--- src/rtl/psum_drain.sv ---
// psum_drain: de-skews the array's bottom-row partial sums and queues aligned rows in a FWFT FIFO
module psum_drain #(
   parameter int DATA_WIDTH = 16,
   parameter int COLS = 4,
   parameter int DEPTH = 8,
   parameter int CNT_W = 8
) (
   input  logic                       clk,
   input  logic                       reset,
   input  logic [COLS*DATA_WIDTH-1:0] psum_in,
   input  logic                       start,
   input  logic [CNT_W-1:0]           num_rows,
   output logic [COLS*DATA_WIDTH-1:0] out_data,
   output logic                       out_valid,
   input  logic                       out_ready,
   output logic                       busy,
   output logic                       done,
   output logic                       overflow
);
   localparam int AW = $clog2(DEPTH);
   localparam logic [AW:0] FULL_CNT = (AW+1)'(DEPTH);
   typedef enum logic {IDLE, CAPTURE} state_t;
   state_t state, state_nxt;
   logic [COLS*DATA_WIDTH-1:0] aligned;
   logic [COLS*DATA_WIDTH-1:0] mem [DEPTH];
   logic [COLS-2:0] vsr;
   logic [CNT_W-1:0] in_rem, push_rem;
   logic [AW-1:0] wp, rp;
   logic [AW:0] cnt;
   logic start_ok, v0, push, last, pop, wr, full;

   for (genvar c = 0; c < COLS; c++) begin : g_col
      if (c == COLS-1) begin : g_thru
         assign aligned[c*DATA_WIDTH +: DATA_WIDTH] = psum_in[c*DATA_WIDTH +: DATA_WIDTH];
      end else begin : g_dly
         logic [DATA_WIDTH-1:0] sr [COLS-1-c];
         always_ff @(posedge clk or negedge reset)
            if (!reset) begin
               for (int k = 0; k < COLS-1-c; k++) sr[k] <= '0;
            end else begin
               sr[0] <= psum_in[c*DATA_WIDTH +: DATA_WIDTH];
               for (int k = 1; k < COLS-1-c; k++) sr[k] <= sr[k-1];
            end
         assign aligned[c*DATA_WIDTH +: DATA_WIDTH] = sr[COLS-2-c];
      end
   end

   // column 0 carries rows in cycles 0..num_rows-1; delaying that by COLS-1 gives the push window
   assign start_ok  = start && state == IDLE && num_rows != '0;
   assign v0        = start_ok || in_rem != '0;
   assign push      = vsr[COLS-2] && state == CAPTURE;
   assign last      = push && push_rem == CNT_W'(1);
   assign full      = cnt == FULL_CNT;
   assign out_valid = cnt != '0;
   assign pop       = out_valid && out_ready;
   assign wr        = push && (!full || pop);
   assign out_data  = mem[rp];
   assign busy      = state == CAPTURE;

   always_comb begin
      state_nxt = state;
      state_nxt = (state == IDLE) ? (start_ok ? CAPTURE : IDLE) : (last ? IDLE : CAPTURE);
   end

   always_ff @(posedge clk or negedge reset)
      if (!reset) state <= IDLE;
      else state <= state_nxt;

   always_ff @(posedge clk or negedge reset)
      if (!reset) begin
         vsr      <= '0;
         in_rem   <= '0;
         push_rem <= '0;
         done     <= 1'b0;
         overflow <= 1'b0;
         wp       <= '0;
         rp       <= '0;
         cnt      <= '0;
      end else begin
         vsr[0] <= v0;
         for (int k = 1; k < COLS-1; k++) vsr[k] <= vsr[k-1];
         in_rem   <= start_ok ? num_rows - CNT_W'(1) : (in_rem != '0 ? in_rem - CNT_W'(1) : in_rem);
         push_rem <= start_ok ? num_rows : (push ? push_rem - CNT_W'(1) : push_rem);
         done     <= last;
         overflow <= start_ok ? 1'b0 : (overflow | (push & full & ~pop));
         wp       <= wr ? wp + 1'b1 : wp;
         rp       <= pop ? rp + 1'b1 : rp;
         cnt      <= cnt + (AW+1)'(wr) - (AW+1)'(pop);
      end

   always_ff @(posedge clk or negedge reset)
      if (!reset) begin
         for (int k = 0; k < DEPTH; k++) mem[k] <= '0;
      end else if (wr) begin
         mem[wp] <= aligned;
      end
endmodule
--- config.mk ---
export PLATFORM = sky130hd
export DESIGN_NAME = psum_drain
export DESIGN_NICKNAME = d
export VERILOG_FILES = /design/src/rtl/psum_drain.sv
export SDC_FILE = /design/constraint.sdc
export NUM_CORES = 1
export LEC_CHECK = 0
export ABC_AREA = 1
export CAP_MARGIN = 20
export CORE_ASPECT_RATIO = 0.9
export CORE_MARGIN = 3
export CORE_UTILIZATION = 39
export CTS_BUF_LIST = sky130_fd_sc_hd__clkbuf_16
export DETAILED_ROUTE_END_ITERATION = 12
export MAX_ROUTING_LAYER = met4
export SETUP_SLACK_MARGIN = 0.1
export SYNTH_ARGS = -nofsm -noshare
export SYNTH_HDL_FRONTEND = slang
export SYNTH_SLANG_ARGS = --single-unit
--- constraint.sdc ---
create_clock -name clk -period 3.9 [get_ports clk]
set_input_delay 0.78 -clock clk [delete_from_list [all_inputs] [get_ports clk]]
set_output_delay 0.78 -clock clk [all_outputs]
set_load 0.02 [all_outputs]
**Word level (Yosys, flattened, before mapping)**

Index checks and enable logic that the tools add are counted.

- Register bits: 640
- Bits in latches: 0
- RAM bits: 0
- Memory bits (read-only): 0
- Input bits: 76
- Output and inout port bits: 68
- Word-level logic and storage cells: 71
- Memories kept: 0

- Add/sub/neg operators: 7
- $mul: 0
- Divide/modulo/power cells: 0
- $lt $le $gt $ge: 3
- Equality and inequality tests: 2
- Shifts and indexed selects: 0
- Muxes and demuxes: 14
- Bitwise gates (word level): 7
- Reductions and logical operators: 15

Operators by type and width:

| cell | number |
|---|---|
| bitwise mux 512 bit | 1 |
| binary-select mux 64 bit (select 3 bit) | 1 |
| demux 64 bit (select 3 bit) | 1 |
| 2-to-1 mux 64 bit | 3 |
| 2-to-1 mux 8 bit | 4 |
| subtractor 8 x 1 -> 8 bit (second input constant) | 3 |
| nonzero test 8 bit | 2 |
| equality test 8 x 1 -> 1 bit (second input constant) | 1 |
| >= comparator 4 bit (second input constant) | 2 |
| NOT 3 -> 4 bit | 2 |
| logical AND 1 bit | 7 |
| adder 3 x 1 -> 3 bit (second input constant) | 2 |
| adder 4 x 1 -> 4 bit | 1 |
| equality test 4 bit (second input constant) | 1 |
| less-than comparator 4 x 1 -> 1 bit (second input constant) | 1 |
| 2-to-1 mux 1 bit | 4 |
| nonzero test 2 bit | 2 |
| nonzero test 4 bit | 1 |
| subtractor 4 x 1 -> 4 bit | 1 |
| bitwise AND 1 bit | 2 |
| logical OR 1 bit | 2 |
| NOT 1 bit | 2 |
| zero test 1 bit | 1 |
| OR 1 bit | 1 |

**Longest topological paths before layout**

Gate-level depths: netlist (run 1).

- Depth after elaboration: 6
- Gate-level depth with buffers: 13
- Mapped depth without buffers: 13

**Least setup slack after synthesis (run 1)**

No wires, ideal clock.

- Path kind: reg-to-output
- Start point: reg rp[0]
- End point: out out_data[12]
- Arrival: 1.695 ns
- Required time: 3.120 ns
- Path slack: 1.425 ns
- Cell stages (with the launch flop): 9
- Cells stage by stage: dfrtp_1 inv_2 buf_4 buf_4 clkbuf_1 nor2_1 o22ai_1 nor2_1 a31oi_1

- Longest elaborated chain between the ends: 4

RTL lines:

| item | line | RTL |
|---|---|---|
| from (decl) | 28 | `logic [AW-1:0] wp, rp;` |
| from (signal assigned) | 87 | `rp <= pop ? rp + 1'b1 : rp;` |
| NOT 3 -> 4 bit (implied by the code) | 57 | `assign out_data = mem[rp];` |
| binary-select mux 64 bit (select 3 bit) | 57 |  |
| 2-to-1 mux 64 bit (implied by the code) (2 in series) | 57 |  |
| to (decl) | 13 | `output logic [COLS*DATA_WIDTH-1:0] out_data,` |

Every way passes these cells. The select of a mux whose other input is x is not followed.

**Worst setup path after layout (run 1)**

- Start point: reg rp[0]
- End point: out out_data[25]

Same word-level chain as after synthesis.

==> reports/results.txt, run 1 <==
final worst path period share = 94.91%
final setup fails = 0
Clock transition at path regs = 0.06 ns
status = completed
Startpoint Class = flip-flop
#FFs+latches synth = 640
Tot GR Track Use = 20.10%
vias per cell = 5.313
final std cell area, no fill = 31150 sq um
worst reg-to-reg setup slack = 1.39 ns
synthesized area per cell = 9.056 sq um
r2r startpoint = cnt[2]
final setup skew = 0.02130 ns
CTS Sinks = 640
Ys Warns = 0
Pins Over Slew Limit = 0
DRT Pass-1 Iters = 7
Register-to-Register Path Depth = 11
Synth cell types = 36
most frequent cells in the layout = dfrtp_1, nand2_1, nor2_1, o21ai_0, o21ai_1
Synth area leader = dfrtp_1
CTS buffer count = 69
vias in the first global route = 20458
max-cap viol count = 0
pin count of the biggest net entering global routing = 113
Initial Util = 39.66%
FP Rows = 90
area of the core = 67450 sq um
Nets = 3109
Syn Nets = 3042
post-synthesis sequential area ratio = 59.87%
placed instance area = 28930 sq um
Slew HR = 31.87%
Port Buffer Count = 143
setup TNS = 0 ns
Bufs on Longest Clock Path = 3
min Tclk post-route = 3.701 ns
layout cells sized above 1 = 6.059%
Post-Syn Area = 26750 sq um
Die ar. = 71770 sq um
most common cell after layout, fill and taps aside = dfrtp_1
initial antenna violation count = 1
hold slack = 0.1897 ns
final hold violation count = 0
Synth top area share = 59.87%
Power Density = 962.7 nW/um^2
HP Class = in2async
H-tree levels = 3
kind of critical path = reg2out
clk_lat worst skew = 0.60 ns
Leak = 14.33 nW
critical path required time = 3.12 ns
DP Cell Count = 3819
WL/cell = 17.67 um
CP endpoint kind = output port
top cells by area, synth = dfrtp_1, nand2_1, o21ai_0
# diodes = 0
RePlAce Congestion = 0.7950
Die Width = 282.1 um
final non-filler cell total = 3944
die height = 254.5 um
total number of vias = 20954
drt total wl = 69.67 mm
Post-Synthesis Cells = 2954
Final ANT Viol Nets = 0
Hold-fix buffers, CTS = 0
total gr overflow = 0
first-pass GRT wire length = 112.5 mm
Area Overhead vs Synth = 16.44%
r2r endpoint = mem[222]
critical path arrival = 2.92 ns
post-DP HPWL = 39.31 mm
TritonCTS clock tree = yes
root buf cell = clkbuf_16
unrepaired setup endpoints after global routing = true
max frequency = 270.2 MHz
Slew @ Worst Pin = 1.022 ns
I/O Pins = 144
Initial DRC Count = 1664
Peak VDD IR = 548.8 uV
Crit. Startpoint = rp[0]
drt drc = 0
critical path peak fanout = 50
## cell families (layout without fill, tap and decap cells)
logic type | count (synthesis) | after routing | share of synthesized area [%]
AO/OA/AOI/OAI | 925 | 925 | 18.00
XOR/XNOR | 10 | 10 | 0.3274
adder cells (fa/ha/maj) | 12 | 12 | 0.5893
buffers and inverters | 313 | 429 | 5.889
flip-flops | 640 | 640 | 59.87
AND/OR/NAND/NOR | 1054 | 1054 | 15.32
## cells in the mapped netlist (all sizes together)
| master | count |
|---|---|
| xnor2 | 4 |
| o22ai | 64 |
| o211ai | 3 |
| nor3 | 2 |
| o21ai | 782 |
| nand4 | 10 |
| fa | 1 |
| or4 | 2 |
| nor2 | 469 |
| and2 | 1 |
| nand3 | 11 |
| ha | 11 |
| inv | 101 |
| o311ai | 1 |
| o221ai | 3 |
| a21oi | 8 |
| nand2 | 558 |
| dfrtp | 640 |
| buf | 135 |
| clkbuf | 77 |
| nor4 | 1 |
| xor2 | 6 |
| a31oi | 64 |
## critical path: stages (launching register included)
cell             delay, ns
dfrtp_4               0.53
buf_4                 0.17
buf_16                0.23
o21ai_0               0.13
o22ai_1               0.18
nor2_1                0.06
a31oi_1               0.30
clkdlybuf4s50_1       0.68
## worst max path at each step
| stage | to | slack [ns] | depth (start not counted) |
|---|---|---|---|
| detailed placement | out_data[2] | 0.59 | 7 |
| global route | out_data[8] | 0.09 | 6 |
| CTS | out_data[17] | 0.03 | 6 |
| global placement | out_data[11] | 0.62 | 7 |
| floorplan | out_data[12] | 1.43 | 8 |
| finish | out_data[25] | 0.20 | 7 |
## metal layers
| metal | routed length [um] | track usage [%] |
|---|---|---|
| met1 | 31500 | 26.97 |
| met2 | 33130 | 32.13 |
| met3 | 3518 | 2.902 |
| met4 | 1527 | 5.508 |
| met5 | 0 | - |
## registers in the layout, indices dropped and copies added (netlist names), 3 cells and up
register / flops
mem: 512
g_col.g_dly.sr: 64
aligned: 32
in_rem: 8
push_rem: 8
cnt: 4
rp: 3
vsr: 3
wp: 3
## through the flow
step | power, mW | utilization [%] | setup slack, ns
floorplan | 19.39 | - | 1.425
global placement | 23.65 | 42.88 | 0.6181
detailed placement | 24.08 | 42.88 | 0.5930
CTS | 30.17 | 45.94 | 0.03469
global route | 32.30 | 46.18 | 0.08503
finish | 29.99 | 46.18 | 0.1985
## where the power goes
part / switching (mW) / internal, mW / total [mW]
sequential: 1.45 / 9.38 / 10.8
clock: 2.63 / 3.40 / 6.03
combinational: 8.29 / 4.84 / 13.1
total: 12.4 / 17.6 / 30.0
## what timing repair did
item	in CTS	in global routing
resized for setup	17	25
gates cloned	0	1
setup endpoints to repair	41	33
buffers inserted	0	3
## final cells by class
cell class,count,area [sq um]
sequential,640,16020
fill,6257,36300
timing repair buffer,208,2335
tap,874,1094
multi-input combinational,2001,9240
clock inverter,48,257.7
clock buffer,72,1802
inverter,101,396.6
(Power assumes the default switching activity.)
==> run 2: changes to the inputs <==
- clock period: 3.9 -> 4.7 ns (I/O delays scaled with it)
==> reports/results.txt, run 2 (synthesis results as in run 1) <==
status = completed
Routed met2 length = 32.15 mm (-2.9%)
unrepaired setup endpoints after global routing = false
Tot GR Track Use = 20.24% (+0.14 points)
max-cap viol count = 0 (unchanged)
slowest stage delay, CP = 0.68 ns (about the same)
Port Buffer Count = 143 (unchanged)
Peak VDD IR = 508.3 uV (-7.4%)
sw frac = 40.92% (-0.32 points)
Final ANT Viol Nets = 0 (unchanged)
Place WS = 0.9262 ns (+0.3332 ns)
final non-filler cell total = 3934 (-0.25%)
CP endpoint kind = output port
WL/cell = 17.68 um (about the same)
setup repair bufs after CTS = 0 (unchanged)
I/O Pins = 144 (unchanged)
CTS resizes = 0 (-17)
Leak = 14.07 nW (-1.8%)
clk_lat worst skew = 0.63 ns (+0.03 ns)
Initial Util = 39.66% (unchanged)
Die ar. = 71770 sq um (unchanged)
Clock transition at path regs = 0.06 ns (about the same)
hold slack = 0.3337 ns (+0.1439 ns)
pin count of the biggest net entering global routing = 130 (+15%)
combinational power share = 43.1% (-0.7 points)
critical path peak fanout = 60 (+20%)
drt total wl = 69.56 mm (-0.16%)
vias in the first global route = 20654 (+0.96%)
CTS buffer count = 70 (+1.4%)
worst reg-to-reg setup slack = 1.84 ns (+0.45 ns)
Nets = 3094 (-0.48%)
HP Class = in2async
die height = 254.5 um (unchanged)
setup TNS = 0 ns (unchanged)
Critical Path Slowest Stage Cell = clkdlybuf4s50_1
Bufs on Longest Clock Path = 3 (unchanged)
most common cell after layout, fill and taps aside = dfrtp_1
layout cells sized above 1 = 5.392% (-0.67 points)
Register-to-Register Path Depth = 11 (unchanged)
RePlAce Congestion = 0.7757 (-2.4%)
first-pass GRT wire length = 112.9 mm (+0.34%)
vias per cell = 5.316 (about the same)
critical path arrival = 3.43 ns (+0.51 ns)
max FFs per register = 512 (unchanged)
critical path cell sequence = inv_4, buf_4, o21ai_0, o22ai_1, nor2_1, a31oi_1, clkdlybuf4s50_1
min Tclk post-route = 4.367 ns
r2r startpoint = cnt[2]
Power, Total = 25.06 mW (-16%)
critical path required time = 3.76 ns (+0.64 ns)
Highest Signal Layer = met4
Clk pwr share = 21.2% (+1.1 points)
CTS Sinks = 640 (unchanged)
Startpoint Class = flip-flop
register share of total power = 35.8% (-0.3 points)
Hold-fix buffers, CTS = 0 (unchanged)
final setup fails = 0 (unchanged)
Power Density = 809.7 nW/um^2 (-16%)
kind of critical path = reg2out
max frequency = 229.0 MHz
final hold violation count = 0 (unchanged)
H-tree levels = 3 (unchanged)
TritonCTS clock tree = yes
area of the core = 67450 sq um (unchanged)
delay-heaviest family, CP = buffers and inverters
DP Cell Count = 3807 (-0.31%)
final setup skew = 0.01755 ns (-0.003752 ns)
most frequent cells in the layout = dfrtp_1, nand2_1, nor2_1, o21ai_0, o21ai_1
Initial DRC Count = 1580 (-5.0%)
Int Pwr = 14.81 mW (-16%)
Crit. Startpoint = rp[1]
DRT met1 WL = 31.75 mm (+0.78%)
total gr overflow = 0 (unchanged)
met3 wire length = 3.731 mm (+6.1%)
initial antenna violation count = 0 (-1)
Die Width = 282.1 um (unchanged)
worst setup margin = 0.3332 ns (+0.1347 ns)
post-DP HPWL = 39.44 mm (+0.34%)
CP Buf/Inv Count = 3 (unchanged)
final worst path period share = 92.91%
Slew HR = 35.75% (+3.9 points)
# diodes = 0 (unchanged)
DRT Pass-1 Iters = 5 (-2)
Pins Over Slew Limit = 0 (unchanged)
FP Rows = 90 (unchanged)
P_sw = 10.26 mW (-17%)
drt drc = 0 (unchanged)
Slew @ Worst Pin = 0.9618 ns (-0.06006 ns)
r2r endpoint = mem[504]
Area Overhead vs Synth = 15.72%
Fillers = 6329 (+1.2%)
root buf cell = clkbuf_16
Most flops, register = mem
total number of vias = 20914 (-0.19%)
## run 2: cell types whose count changed in the layout (fill, tap and decap cells not counted), sizes merged
cell           previous run  this run
dlymetal6s2s             20         0
bufinv                    1         6
clkinvlp                  1         0
buf                      65        50
inv                     110       128
clkinv                   37        23
clkbuf                   73        70
dlygate4sd2              13         0
clkdlybuf4s50           109       142
## run 2: how the worst max path moves through the flow
stage,to,depth (start not counted)
finish,out_data[60],7
global route,out_data[48],7
CTS,out_data[60],7
detailed placement,mem[260],9
global placement,mem[257],9
floorplan,out_data[12],8
## run 2: layer usage
metal,GRT usage (%),up-vias
met5,-,-
met4,6.458,0
met3,2.911,117
met2,31.56,585
met1,27.45,10294
li1,-,9918
## run 2: area by class of cell
class | instances | area [sq um] | share of cell area (%)
clock buffer | 70 | 1752 | 5.659
clock inverter | 56 | 447.9 | 1.447
inverter | 101 | 389.1 | 1.257
multi-input combinational | 2001 | 9221 | 29.79
sequential | 640 | 16020 | 51.76
tap | 874 | 1094 | 3.533
timing repair buffer | 192 | 2029 | 6.556
## run 2: metrics by stage
stage	utilization, %	cell area (sq um)
after global placement	42.60	28740
final	45.89	30960
after global routing	45.89	30960
after detailed placement	42.60	28740
after floorplan	-	26750
after CTS	45.86	30940
## run 2: worst register-to-register path, cell delays in order, from the launching register on
cell	delay (ns)
dfrtp_1	0.32
inv_1	0.08
ha_1	0.23
nand2_4	0.09
nand2_4	0.06
nand3_2	0.09
nand2_4	0.08
inv_2	0.28
nand4_4	0.80
buf_12	0.53
nand2_1	0.12
o21ai_1	0.07
## run 2: power by group through the flow
stage	Sequential, mW	Combinational [mW]	Clock, mW
2_1_floorplan	8.68	7.40	0
4_1_cts	8.95	10.9	5.46
6_report	8.96	10.8	5.31
3_3_place_gp	8.93	10.6	0
3_5_place_dp	9.02	10.9	0
5_1_grt	9.23	12.1	5.68
==> run 3: changes to the inputs <==
- MAX_ROUTING_LAYER: met4 -> not set
==> reports/results.txt, run 3 (synthesis results as in run 1) <==
status = completed
setup TNS = 0 ns (unchanged)
post-DP HPWL = 39.44 mm (unchanged)
critical path cell sequence = inv_4, buf_4, o21ai_0, o22ai_1, nor2_1, a31oi_1, clkdlybuf4s50_1
CTS buffer count = 70 (unchanged)
DP Cell Count = 3807 (unchanged)
DRT Pass-1 Iters = 6 (+1)
initial antenna violation count = 0 (unchanged)
Bufs on Longest Clock Path = 3 (unchanged)
setup repair bufs after CTS = 0 (unchanged)
vias in the first global route = 20673 (+0.092%)
kind of critical path = reg2out
Most flops, register = mem
Tot GR Track Use = 19.62% (-0.61 points)
max FFs per register = 512 (unchanged)
sw frac = 40.91% (about the same)
most frequent cells in the layout = dfrtp_1, nand2_1, nor2_1, o21ai_0, o21ai_1
CP endpoint kind = output port
layout cells sized above 1 = 5.392% (unchanged)
Int Pwr = 14.81 mW (about the same)
P_sw = 10.25 mW (about the same)
final setup fails = 0 (unchanged)
pin count of the biggest net entering global routing = 130 (unchanged)
Startpoint Class = flip-flop
die height = 254.5 um (unchanged)
unrepaired setup endpoints after global routing = false
CP Depth = 7 (unchanged)
Leak = 14.07 nW (unchanged)
Port Buffer Count = 143 (unchanged)
drt drc = 0 (unchanged)
Clock transition at path regs = 0.06 ns (about the same)
final non-filler cell total = 3934 (unchanged)
final worst path period share = 93.30% (+0.39 points)
max frequency = 228.1 MHz (-0.42%)
combinational power share = 43.1% (about the same)
drt total wl = 69.64 mm (+0.11%)
final setup skew = 0.01778 ns (+0.0002292 ns)
Peak VDD IR = 507.4 uV (-0.17%)
final core occ = 45.89% (unchanged)
register share of total power = 35.8% (about the same)
I/O Pins = 144 (unchanged)
r2r startpoint = cnt[2]
Area Overhead vs Synth = 15.72% (unchanged)
area of the core = 67450 sq um (unchanged)
clk_lat worst skew = 0.62 ns (about the same)
final hold violation count = 0 (unchanged)
HP Class = in2async
CTS Sinks = 640 (unchanged)
min Tclk post-route = 4.385 ns (+0.01825 ns)
FP Rows = 90 (unchanged)
root buf cell = clkbuf_16
Final ANT Viol Nets = 0 (unchanged)
CP Buf/Inv Count = 3 (unchanged)
Die ar. = 71770 sq um (unchanged)
Crit. Startpoint = rp[1]
H-tree levels = 3 (unchanged)
critical path peak fanout = 60 (unchanged)
Fillers = 6329 (unchanged)
r2r endpoint = mem[504]
Power, Total = 25.06 mW (about the same)
critical path arrival = 3.45 ns (+0.02 ns)
total number of vias = 20876 (-0.18%)
Slew HR = 34.99% (-0.76 points)
CTS resizes = 0 (unchanged)
Power Density = 809.6 nW/um^2 (about the same)
most common cell after layout, fill and taps aside = dfrtp_1
Initial DRC Count = 1634 (+3.4%)
WL/cell = 17.70 um (+0.11%)
Initial Util = 39.66% (unchanged)
Register-to-Register Path Depth = 11 (unchanged)
Die Width = 282.1 um (unchanged)
Critical Path Slowest Stage Cell = clkdlybuf4s50_1
RePlAce Congestion = 0.7655 (-1.3%)
Hold-fix buffers, CTS = 0 (unchanged)
vias per cell = 5.307 (-0.18%)
slowest stage delay, CP = 0.68 ns (about the same)
Nets = 3094 (unchanged)
max-cap viol count = 0 (unchanged)
delay-heaviest family, CP = buffers and inverters
worst reg-to-reg setup slack = 1.82 ns (-0.02 ns)
# diodes = 0 (unchanged)
critical path required time = 3.76 ns (about the same)
Pins Over Slew Limit = 0 (unchanged)
Clk pwr share = 21.2% (about the same)
Slew @ Worst Pin = 0.9732 ns (+0.01138 ns)
TritonCTS clock tree = yes
first-pass GRT wire length = 112.8 mm (about the same)
total gr overflow = 0 (unchanged)
run 3: power by group through the flow:
stage / registers (mW) / logic, mW / clock network [mW]
2_1_floorplan: 8.68 / 7.40 / 0
3_3_place_gp: 8.93 / 10.6 / 0
3_5_place_dp: 9.02 / 10.9 / 0
4_1_cts: 8.95 / 10.9 / 5.46
5_1_grt: 9.23 / 12.1 / 5.68
6_report: 8.96 / 10.8 / 5.30
run 3: worst register-to-register path: cells and delay by family, from the launching register on:
kind	cells	cell delay (ns)
flops	1	0.32
buf+inv	3	0.90
fa+ha+maj	1	0.23
simple gates	6	1.23
compound gates	1	0.07
run 3: through the flow:
step | hold slack (ns) | area (sq um) | setup WS (ns)
2_1_floorplan | 0.3312 | 26750 | 2.065
3_3_place_gp | 0.3330 | 28740 | 0.9834
3_5_place_dp | 0.3355 | 28740 | 0.9262
4_1_cts | 0.3334 | 30940 | 0.2655
5_1_grt | 0.3400 | 30960 | 0.1595
6_report | 0.3356 | 30960 | 0.3150
run 3: cell type report:
| type | count | area [sq um] | share of cell area [%] |
|---|---|---|---|
| clock buffers | 70 | 1752 | 5.659 |
| clock inverters | 56 | 447.9 | 1.447 |
| inverters | 101 | 389.1 | 1.257 |
| multi-input cells | 2001 | 9221 | 29.79 |
| flip-flops and latches | 640 | 16020 | 51.76 |
| well taps | 874 | 1094 | 3.533 |
| repair buffers | 192 | 2029 | 6.556 |
run 3: worst max-delay path by stage:
stage	endpoint	slack, ns
global placement	mem[257]	0.98
detailed placement	mem[260]	0.93
CTS	out_data[60]	0.27
finish	out_data[60]	0.31
global route	out_data[48]	0.16
floorplan	out_data[12]	2.07
run 3: routing by layer:
metal  wire, um  vias up  global-route usage [%]
met1      31490    10258                   27.39
met4       1886        0                   6.458
met3       3889      110                   3.002
met5          0        -                       0
met2      32370      585                   31.55
li1           -     9923                       -
